$ cat config.mk
export PLATFORM = sky130hd
export DESIGN_NAME = present_round_ctrl
export DESIGN_NICKNAME = d
export VERILOG_FILES = /design/src/rtl/present_round_ctrl.sv
export SDC_FILE = /design/constraint.sdc
export NUM_CORES = 1
export LEC_CHECK = 0
export ABC_AREA = 1
export BUFFER_PORTS_ARGS = -buffer_cell sky130_fd_sc_hd__clkbuf_2
export CORE_AREA = 2 2 39 41
export CTS_BUF_LIST = sky130_fd_sc_hd__clkbuf_8
export CTS_CLUSTER_DIAMETER = 40
export DETAILED_ROUTE_END_ITERATION = 12
export DIE_AREA = 0 0 41 43
export PLACE_DENSITY = 0.79
export SKIP_CTS_REPAIR_TIMING = 1
export SYNTH_ARGS = -nofsm -noshare
export SYNTH_HDL_FRONTEND = slang
export SYNTH_SLANG_ARGS = --single-unit
$ cat constraint.sdc
create_clock -name clk -period 1.75 [get_ports clk]
set_clock_uncertainty 0.05 [all_clocks]
set_input_delay 0 -clock clk [delete_from_list [all_inputs] [get_ports clk]]
set_output_delay 0 -clock clk [all_outputs]
set_load 0.01 [all_outputs]
$ cat src/rtl/present_round_ctrl.sv
// ---------------------------------------------------------------------------
// present_round_ctrl : round/stage sequencer and start/done handshake for the
//                      pipelined threshold PRESENT core (mux-FF selects).
// Revision 1.0
// ---------------------------------------------------------------------------
`default_nettype none

module present_round_ctrl #(
  parameter int ROUNDS = 31,
  parameter int STAGES = 4,
  parameter int CW     = 5,
  parameter int SW     = 2
) (
  input  logic          clk,
  input  logic          rst_n,
  input  logic          start,
  output logic          ready,
  output logic          busy,
  output logic          state_sel,
  output logic          key_sel,
  output logic          key_upd,
  output logic [CW-1:0] round_cnt,
  output logic [SW-1:0] stage_cnt,
  output logic          done
);

  typedef enum logic [1:0] {
    S_IDLE = 2'd0,
    S_RUN  = 2'd1,
    S_DONE = 2'd2
  } state_e;

  localparam logic [SW-1:0] c_last_stage = SW'(STAGES - 1);
  localparam logic [CW-1:0] c_last_round = CW'(ROUNDS);
  localparam logic [SW-1:0] c_stage_one  = SW'(1);
  localparam logic [CW-1:0] c_round_one  = CW'(1);

  state_e        state_q;
  logic [CW-1:0] round_q;
  logic [SW-1:0] stage_q;
  logic          ready_q;
  logic          busy_q;
  logic          sel_q;
  logic          key_upd_q;
  logic          done_q;

  // Outputs are computed one cycle ahead so every port is a flop output.
  always_ff @(posedge clk or negedge rst_n) begin
    if (!rst_n) begin
      state_q   <= S_IDLE;
      round_q   <= '0;
      stage_q   <= '0;
      ready_q   <= 1'b1;
      busy_q    <= 1'b0;
      sel_q     <= 1'b1;
      key_upd_q <= 1'b0;
      done_q    <= 1'b0;
    end else begin
      case (state_q)
        S_IDLE: begin
          done_q <= 1'b0;
          if (start) begin
            state_q   <= S_RUN;
            round_q   <= c_round_one;
            stage_q   <= '0;
            ready_q   <= 1'b0;
            busy_q    <= 1'b1;
            sel_q     <= 1'b0;
            key_upd_q <= (c_last_stage == '0);
          end else begin
            round_q   <= '0;
            stage_q   <= '0;
            ready_q   <= 1'b1;
            busy_q    <= 1'b0;
            sel_q     <= 1'b1;
            key_upd_q <= 1'b0;
          end
        end

        S_RUN: begin
          if (stage_q == c_last_stage) begin
            stage_q <= '0;
            if (round_q == c_last_round) begin
              state_q   <= S_DONE;
              round_q   <= '0;
              key_upd_q <= 1'b0;
              done_q    <= 1'b1;
            end else begin
              round_q   <= round_q + c_round_one;
              key_upd_q <= (c_last_stage == '0);
            end
          end else begin
            stage_q   <= stage_q + c_stage_one;
            key_upd_q <= ((stage_q + c_stage_one) == c_last_stage);
          end
        end

        S_DONE: begin
          state_q   <= S_IDLE;
          round_q   <= '0;
          stage_q   <= '0;
          ready_q   <= 1'b1;
          busy_q    <= 1'b0;
          sel_q     <= 1'b1;
          key_upd_q <= 1'b0;
          done_q    <= 1'b0;
        end

        default: begin
          state_q   <= S_IDLE;
          round_q   <= '0;
          stage_q   <= '0;
          ready_q   <= 1'b1;
          busy_q    <= 1'b0;
          sel_q     <= 1'b1;
          key_upd_q <= 1'b0;
          done_q    <= 1'b0;
        end
      endcase
    end
  end

  assign ready     = ready_q;
  assign busy      = busy_q;
  assign state_sel = sel_q;
  assign key_sel   = sel_q;
  assign key_upd   = key_upd_q;
  assign round_cnt = round_q;
  assign stage_cnt = stage_q;
  assign done      = done_q;

endmodule

`default_nettype wire

==> run_summary.xml, run 1 <==
<?xml version="1.0" encoding="UTF-8"?>
<metrics>
  <group name="timing">
    <metric name="max_clock_freq" unit="MHz">627</metric>
    <metric name="final-max-slew-violation-count" unit="">0</metric>
    <metric name="worst_pin_slew" unit="ns">0.311</metric>
    <metric name="fin_crit_sh" unit="%">91.1</metric>
    <metric name="max-slew-margin-rel" unit="%">79.3</metric>
    <metric name="hold_viol_final" unit="">0</metric>
    <metric name="setup_violations" unit="">0</metric>
    <metric name="timing.setup.tns" unit="ns">0</metric>
    <metric name="finalWorstPathRequiredPeriod" unit="ns">1.59</metric>
    <metric name="rsz0062_at_grt" unit="">false</metric>
  </group>
  <group name="finish">
    <metric name="filler_cell_count" unit="">137</metric>
    <metric name="final_design_utilization" unit="%">53.7</metric>
    <metric name="num_antenna_cells" unit="">0</metric>
    <metric name="mostFrequentLayoutCells" unit="">17 x nand2_1, 15 x clkbuf_2, 12 x dfrtp_1</metric>
    <metric name="flow.area_growth_from_synthesis" unit="%">22.2</metric>
    <metric name="layout.cells.most_common" unit="">nand2_1</metric>
    <metric name="post_route_cells_drive_above_1_share" unit="%">28.6</metric>
    <metric name="fin_nets" unit="">92</metric>
  </group>
  <group name="setup_path">
    <metric name="timing.setup.critical_path_class" unit="">reg2reg</metric>
    <metric name="maximum_net_fanout_on_the_critical_path" unit="">4</metric>
    <metric name="critPathCaptureType" unit="">flip-flop</metric>
    <metric name="crit_chain" unit="">ha_1 -&gt; and3_1 -&gt; ha_1 -&gt; a21oi_4 -&gt; inv_2 -&gt; nand2_1 -&gt; nand2_1</metric>
    <metric name="cp.arrival" unit="ns">1.67</metric>
    <metric name="critical_path_required" unit="ns">1.83</metric>
    <metric name="cp-start-kind" unit="">flip-flop</metric>
    <metric name="stage_delay_of_the_slowest_cell_on_the_critical_path" unit="ns">0.42</metric>
    <metric name="critical-path-slowest-cell" unit="">dfrtp_1</metric>
  </group>
  <group name="clock_tree">
    <metric name="cts_max_path_buffers" unit="">2</metric>
    <metric name="clock_sinks" unit="">13</metric>
    <metric name="tritoncts" unit="">done</metric>
    <metric name="inserted_clock_buffers" unit="">3</metric>
    <metric name="cts_root_buf" unit="">clkbuf_8</metric>
    <metric name="clkSlewWorstSetupHoldPaths" unit="ns">0.05</metric>
    <metric name="clock_insertion_delay_worst_skew" unit="ns">0.24</metric>
    <metric name="htreeDepth" unit="">1</metric>
  </group>
  <group name="die">
    <metric name="initial_core_util" unit="%">43.9</metric>
    <metric name="core-area" unit="sq mm">0.00138</metric>
    <metric name="io-pin-count" unit="">16</metric>
    <metric name="dieHeight" unit="um">43</metric>
    <metric name="die_x" unit="um">41</metric>
    <metric name="die-area" unit="sq mm">0.00176</metric>
    <metric name="placementRows" unit="">14</metric>
  </group>
  <group name="global_routing">
    <metric name="global_route.usage.met3" unit="%">4.71</metric>
    <metric name="first_global_vias" unit="">463</metric>
    <metric name="initial_antenna_violation_count" unit="">0</metric>
    <metric name="busiest_layer_in_global_routing" unit="">met2</metric>
    <metric name="grt_max_degree" unit="">14</metric>
    <metric name="grt_remaining_overflow" unit="">0</metric>
    <metric name="use_met1" unit="%">19.5</metric>
    <metric name="use_met2" unit="%">22.5</metric>
    <metric name="grt_pass1_wl" unit="mm">1.80</metric>
    <metric name="overall_fraction_of_global_route_tracks_in_use" unit="%">15.1</metric>
  </group>
  <group name="drt">
    <metric name="routed_wl" unit="mm">1.07</metric>
    <metric name="total_number_of_vias" unit="">474</metric>
    <metric name="detailedRoute.firstPassIterationCount" unit="">4</metric>
    <metric name="routed_via_density" unit="">4.74</metric>
    <metric name="remaining_design_rule_violation_count" unit="">0</metric>
    <metric name="count_of_nets_left_with_antenna_violations_after_detail_routing" unit="">0</metric>
    <metric name="drtIter0Drc" unit="">4</metric>
    <metric name="wl_per_cell" unit="um">10.7</metric>
  </group>
  <group name="synth">
    <metric name="yosysUniqueCellTypes" unit="">15</metric>
    <metric name="synth_largest_area_cell" unit="">dfrtp_1</metric>
    <metric name="synthesis.instances" unit="">66</metric>
    <metric name="proportion_of_netlist_area_held_by_the_largest_area_contributor" unit="%">49.4</metric>
    <metric name="avgSynthCellArea" unit="sq um">9.21</metric>
    <metric name="mappedNetlistArea" unit="sq um">608</metric>
    <metric name="yosys-top-cells-area" unit="">dfrtp_1 49%, nand2_1 10%, ha_1 8.2%, inv_1 4.9%, dfstp_2 4.3%</metric>
    <metric name="yosysWarningCount" unit="">0</metric>
    <metric name="synth.ff_latch_count" unit="">13</metric>
    <metric name="yosysSeqAreaShare" unit="%">53.7</metric>
    <metric name="synth_nets" unit="">73</metric>
  </group>
  <group name="pwr">
    <metric name="p_per_area" unit="mW/mm^2">758</metric>
    <metric name="leakagePower" unit="nW">0.431</metric>
    <metric name="peakVddDrop" unit="V">0.000398</metric>
    <metric name="finalPower" unit="mW">0.563</metric>
  </group>
  <group name="outcome">
    <metric name="outcome" unit="">completed</metric>
  </group>
  <group name="placement">
    <metric name="gpl.final_weighted_congestion" unit="">0.867</metric>
    <metric name="placement.io_buffers" unit="">15</metric>
    <metric name="dp_hpwl" unit="um">813</metric>
  </group>
  <group name="worst_hold_path">
    <metric name="timing.hold.worst.class" unit="">in2reg</metric>
  </group>
  <group name="run">
    <metric name="max_capacitance_violation_count" unit="">0</metric>
  </group>
</metrics>
final cells by class:
type	instances	area, sq um	share of cell area [%]
timing repair buffer	16	85.1	11.4
clock buffer	3	41.3	5.56
clock inverter	1	3.75	0.505
sequential	13	327	43.9
tap	16	20.0	2.69
multi-input combinational	41	229	30.8
inverter	10	37.5	5.05
worst max-delay path: cells and delay by family (launching register included):
family | cells | cell delay (ns)
and+or+nand+nor | 3 | 0.31
AOI/OAI and AO/OA | 1 | 0.21
DFF | 1 | 0.42
buffers and inverters | 1 | 0.05
adders and majority gates | 2 | 0.46
sequential cells by signal (all words and copies together), names as in the netlist:
name	flops
busy	1
done	1
key_sel	1
key_upd	1
round_cnt	5
stage_cnt	2
state_q	2
synthesized netlist by cell type:
cell type,n
a21oi_1,4
o21ai_0,2
buf_4,2
inv_2,2
inv_1,8
nand3_1,3
a21oi_4,1
nand2_4,1
and3_1,1
dfrtp_1,12
dfstp_2,1
nor2_1,7
nand2_1,17
nand3_2,1
ha_1,4
cells by family after synthesis:
family | synth area share (%)
AO/OA/AOI/OAI | 7.61
adder cells (fa/ha/maj) | 8.23
buffers and inverters | 8.64
flip-flops | 53.7
AND/OR/NAND/NOR | 21.8
metrics by stage:
stage / instance area [sq um] / setup WS, ns / hold WS, ns / std cells
after CTS: 733 / 0.161 / -0.398 / 99
after global placement: 688 / 0.238 / -0.145 / 95
after detailed placement: 688 / 0.164 / -0.144 / 95
after global routing: 743 / 0.0682 / 0.00837 / 100
after floorplan: 608 / 0.219 / -0.346 / 66
final: 743 / 0.156 / 0.00624 / 100
where the power goes:
group	internal (mW)	switching [mW]	total, mW
clock	0.154	0.0992	0.254
combinational	0.00301	0.00594	0.00895
sequential	0.301	0	0.301
total	0.458	0.105	0.563
worst paths after layout:
kind	start	end	cells past startpoint	slack, ns
max	round_cnt[0]	done	7	0.16
min	start	state_q[0]	3	0.006
max reg2reg	round_cnt[0]	done	7	0.16
min reg2reg	busy	busy	2	0.42
max in group asynchronous	rst_n	key_sel	2	1.23
min in group asynchronous	rst_n	stage_cnt[0]	2	0.14
metal layers:
metal  up-vias  wire length (um)
li1        238                 -
met1       221               457
met2        13               534
met3         2                69
met4         0                 8
met5         -                 0
No activity file was read; power rests on OpenSTA's default activity.
==> run 2: changes to the inputs <==
Settings changed: ABC_AREA 1 to 0, PLACE_DENSITY 0.79 to 0.81, REMOVE_ABC_BUFFERS from default to 1.
Clock period 1.75 ns to 1.3 ns, I/O delays scaled along.
==> run_summary.xml, run 2 <==
<?xml version="1.0" encoding="UTF-8"?>
<metrics>
  <group name="drt">
    <metric name="count_of_nets_left_with_antenna_violations_after_detail_routing" unit="">0</metric>
    <metric name="remaining_design_rule_violation_count" unit="">0</metric>
    <metric name="wl_per_cell" unit="um">13.7</metric>
    <metric name="detailedRoute.firstPassIterationCount" unit="">4</metric>
    <metric name="drtIter0Drc" unit="">5</metric>
    <metric name="routed_via_density" unit="">5.14</metric>
    <metric name="total_number_of_vias" unit="">493</metric>
    <metric name="routed_wl" unit="mm">1.32</metric>
  </group>
  <group name="outcome">
    <metric name="failing_checks" unit="">setup timing</metric>
    <metric name="outcome" unit="">finished with violations</metric>
  </group>
  <group name="timing">
    <metric name="final.setup.worst_slack" unit="ns">-0.134</metric>
    <metric name="finalWorstPathRequiredPeriod" unit="ns">1.43</metric>
    <metric name="final-max-slew-violation-count" unit="">0</metric>
    <metric name="timing.hold.ws" unit="ns">0.139</metric>
    <metric name="fin_crit_sh" unit="%">110</metric>
    <metric name="setup_violations" unit="">6</metric>
    <metric name="max-slew-margin-rel" unit="%">74.9</metric>
    <metric name="rsz0062_at_grt" unit="">true</metric>
    <metric name="worst_pin_slew" unit="ns">0.377</metric>
    <metric name="max_clock_freq" unit="MHz">697</metric>
    <metric name="hold_viol_final" unit="">0</metric>
  </group>
  <group name="finish">
    <metric name="num_antenna_cells" unit="">0</metric>
    <metric name="layout.cells.most_common" unit="">clkbuf_2</metric>
    <metric name="flow.area_growth_from_synthesis" unit="%">37.4</metric>
    <metric name="post_route_cells_drive_above_1_share" unit="%">42.5</metric>
    <metric name="layout.area.seq" unit="sq um">327</metric>
    <metric name="mostFrequentLayoutCells" unit="">15 x clkbuf_2, 12 x dfrtp_1, 9 x buf_4</metric>
    <metric name="filler_cell_count" unit="">112</metric>
    <metric name="fin_nets" unit="">88</metric>
    <metric name="multi_input_comb_area" unit="sq um">260</metric>
    <metric name="final_design_utilization" unit="%">59.4</metric>
    <metric name="largest_reg_flops" unit="">5</metric>
  </group>
  <group name="synth">
    <metric name="yosysWarningCount" unit="">0</metric>
    <metric name="synth_top_cells_by_count" unit="">12 x dfrtp_1, 8 x nor2_1, 4 x ha_1</metric>
    <metric name="postSynth.asyncResetShare" unit="%">100</metric>
    <metric name="synth.ff_latch_count" unit="">13</metric>
    <metric name="count_leader_synth" unit="">dfrtp_1</metric>
    <metric name="avgSynthCellArea" unit="sq um">11.1</metric>
    <metric name="synthesis.instances" unit="">54</metric>
    <metric name="yosys-top-cells-area" unit="">dfrtp_1 50%, ha_1 8.4%, mux2i_1 5.0%, nor2_1 5.0%, dfstp_2 4.4%</metric>
    <metric name="synth-edff-count" unit="">0</metric>
    <metric name="yosysSeqAreaShare" unit="%">54.6</metric>
    <metric name="synth_largest_area_cell" unit="">dfrtp_1</metric>
    <metric name="proportion_of_netlist_area_held_by_the_largest_area_contributor" unit="%">50.2</metric>
    <metric name="synth_ff_type" unit="">dfrtp_1</metric>
    <metric name="yosysUniqueCellTypes" unit="">23</metric>
    <metric name="mappedNetlistArea" unit="sq um">598</metric>
  </group>
  <group name="setup_path">
    <metric name="critical_path_required" unit="ns">1.42</metric>
    <metric name="worst-r2r-cell-count" unit="">6</metric>
    <metric name="critical-path-slowest-cell" unit="">dfrtp_1</metric>
    <metric name="crit_chain" unit="">ha_2 -&gt; and3_4 -&gt; ha_4 -&gt; nor2b_4 -&gt; nand4_1 -&gt; a21oi_2</metric>
    <metric name="cp-start-kind" unit="">flip-flop</metric>
    <metric name="maximum_net_fanout_on_the_critical_path" unit="">5</metric>
    <metric name="timing.setup.critical_path_class" unit="">reg2reg</metric>
    <metric name="critPathCaptureType" unit="">flip-flop</metric>
    <metric name="cp.arrival" unit="ns">1.55</metric>
    <metric name="stage_delay_of_the_slowest_cell_on_the_critical_path" unit="ns">0.38</metric>
  </group>
  <group name="pwr">
    <metric name="finalPower" unit="mW">1.99</metric>
    <metric name="p_per_area" unit="mW/mm^2">2420</metric>
    <metric name="leakagePower" unit="nW">0.428</metric>
    <metric name="peakVddDrop" unit="V">0.00106</metric>
  </group>
  <group name="worst_hold_path">
    <metric name="timing.hold.worst.class" unit="">in2async</metric>
  </group>
  <group name="die">
    <metric name="placementRows" unit="">14</metric>
    <metric name="die_x" unit="um">41</metric>
    <metric name="die-area" unit="sq mm">0.00176</metric>
    <metric name="core-area" unit="sq mm">0.00138</metric>
    <metric name="initial_core_util" unit="%">43.2</metric>
    <metric name="io-pin-count" unit="">16</metric>
    <metric name="dieHeight" unit="um">43</metric>
  </group>
  <group name="clock_tree">
    <metric name="cts_max_path_buffers" unit="">2</metric>
    <metric name="cts_root_buf" unit="">clkbuf_8</metric>
    <metric name="inserted_clock_buffers" unit="">3</metric>
    <metric name="clock_sinks" unit="">13</metric>
    <metric name="htreeDepth" unit="">1</metric>
    <metric name="clkSlewWorstSetupHoldPaths" unit="ns">0.05</metric>
    <metric name="tritoncts" unit="">done</metric>
    <metric name="clock_insertion_delay_worst_skew" unit="ns">0.24</metric>
  </group>
  <group name="run">
    <metric name="max_capacitance_violation_count" unit="">0</metric>
  </group>
  <group name="global_routing">
    <metric name="grt_remaining_overflow" unit="">0</metric>
    <metric name="grt_max_degree" unit="">14</metric>
    <metric name="grt_pass1_wl" unit="mm">1.73</metric>
    <metric name="global_route.usage.met3" unit="%">5.24</metric>
    <metric name="busiest_layer_in_global_routing" unit="">met2</metric>
    <metric name="overall_fraction_of_global_route_tracks_in_use" unit="%">15.2</metric>
    <metric name="initial_antenna_violation_count" unit="">0</metric>
    <metric name="use_met2" unit="%">22.8</metric>
    <metric name="first_global_vias" unit="">437</metric>
    <metric name="use_met1" unit="%">16.5</metric>
  </group>
  <group name="placement">
    <metric name="placement.io_buffers" unit="">15</metric>
    <metric name="pre_cts_slack" unit="ns">-0.217</metric>
    <metric name="gpl.final_weighted_congestion" unit="">0.798</metric>
    <metric name="dp_hpwl" unit="um">824</metric>
  </group>
</metrics>
==> run 2: cell type report <==
class | instances | area share [%]
timing repair buffer | 26 | 19.8
multi-input combinational | 35 | 31.7
clock inverter | 1 | 0.457
tap | 16 | 2.44
sequential | 13 | 39.7
clock buffer | 3 | 5.02
inverter | 2 | 0.913
==> run 2: power by group <==
part	internal, mW	switching [mW]	total [mW]	leakage, nW
Combinational	0.486	0.489	0.974	0.247
Sequential	0.570	0.105	0.675	0.154
Clock	0.208	0.136	0.344	0.0269
Total	1.26	0.729	1.99	0.428
==> run 2: cells by family (layout without fill, tap and decap cells) <==
logic type / Yosys count / count (layout) / share of synthesized area (%)
AND/OR/NAND/NOR: 19 / 19 / 16.5
flip-flops: 13 / 13 / 54.6
adder cells (fa/ha/maj): 4 / 4 / 8.37
AO/OA/AOI/OAI: 9 / 9 / 9.00
multiplexers: 3 / 3 / 5.02
buffers and inverters: 6 / 32 / 6.48
==> run 2: final timing paths <==
kind	startpoint	end	slack, ns
hold / removal	rst_n	round_cnt[2]	0.14
hold reg to reg	state_q[1]	busy	0.40
max in group asynchronous	rst_n	key_sel	0.78
setup / recovery	round_cnt[1]	round_cnt[3]	-0.13
setup reg to reg	round_cnt[1]	round_cnt[3]	-0.13
min in group clk	state_q[1]	busy	0.40
==> run 2: metal layers <==
layer	up-vias	share of wire, %
met5	-	0
met2	17	53
met3	2	4.3
li1	234	-
met1	240	41
met4	0	1.1
==> run 2: critical path, delay by kind of cell, from the launching register on <==
| kind | cells | cell delay, ns |
|---|---|---|
| DFF | 1 | 0.38 |
| adders and majority gates | 2 | 0.39 |
| and+or+nand+nor | 3 | 0.41 |
| AOI/OAI and AO/OA | 1 | 0.14 |
==> run 2: stage by stage <==
| stage | instances | instance area [sq um] | TNS, ns |
|---|---|---|---|
| floorplan | 50 | 567 | -1.11 |
| global placement | 89 | 722 | -0.831 |
| detailed placement | 89 | 722 | -1.04 |
| CTS | 93 | 767 | -1.18 |
| global route | 96 | 822 | -0.976 |
| finish | 96 | 822 | -0.592 |
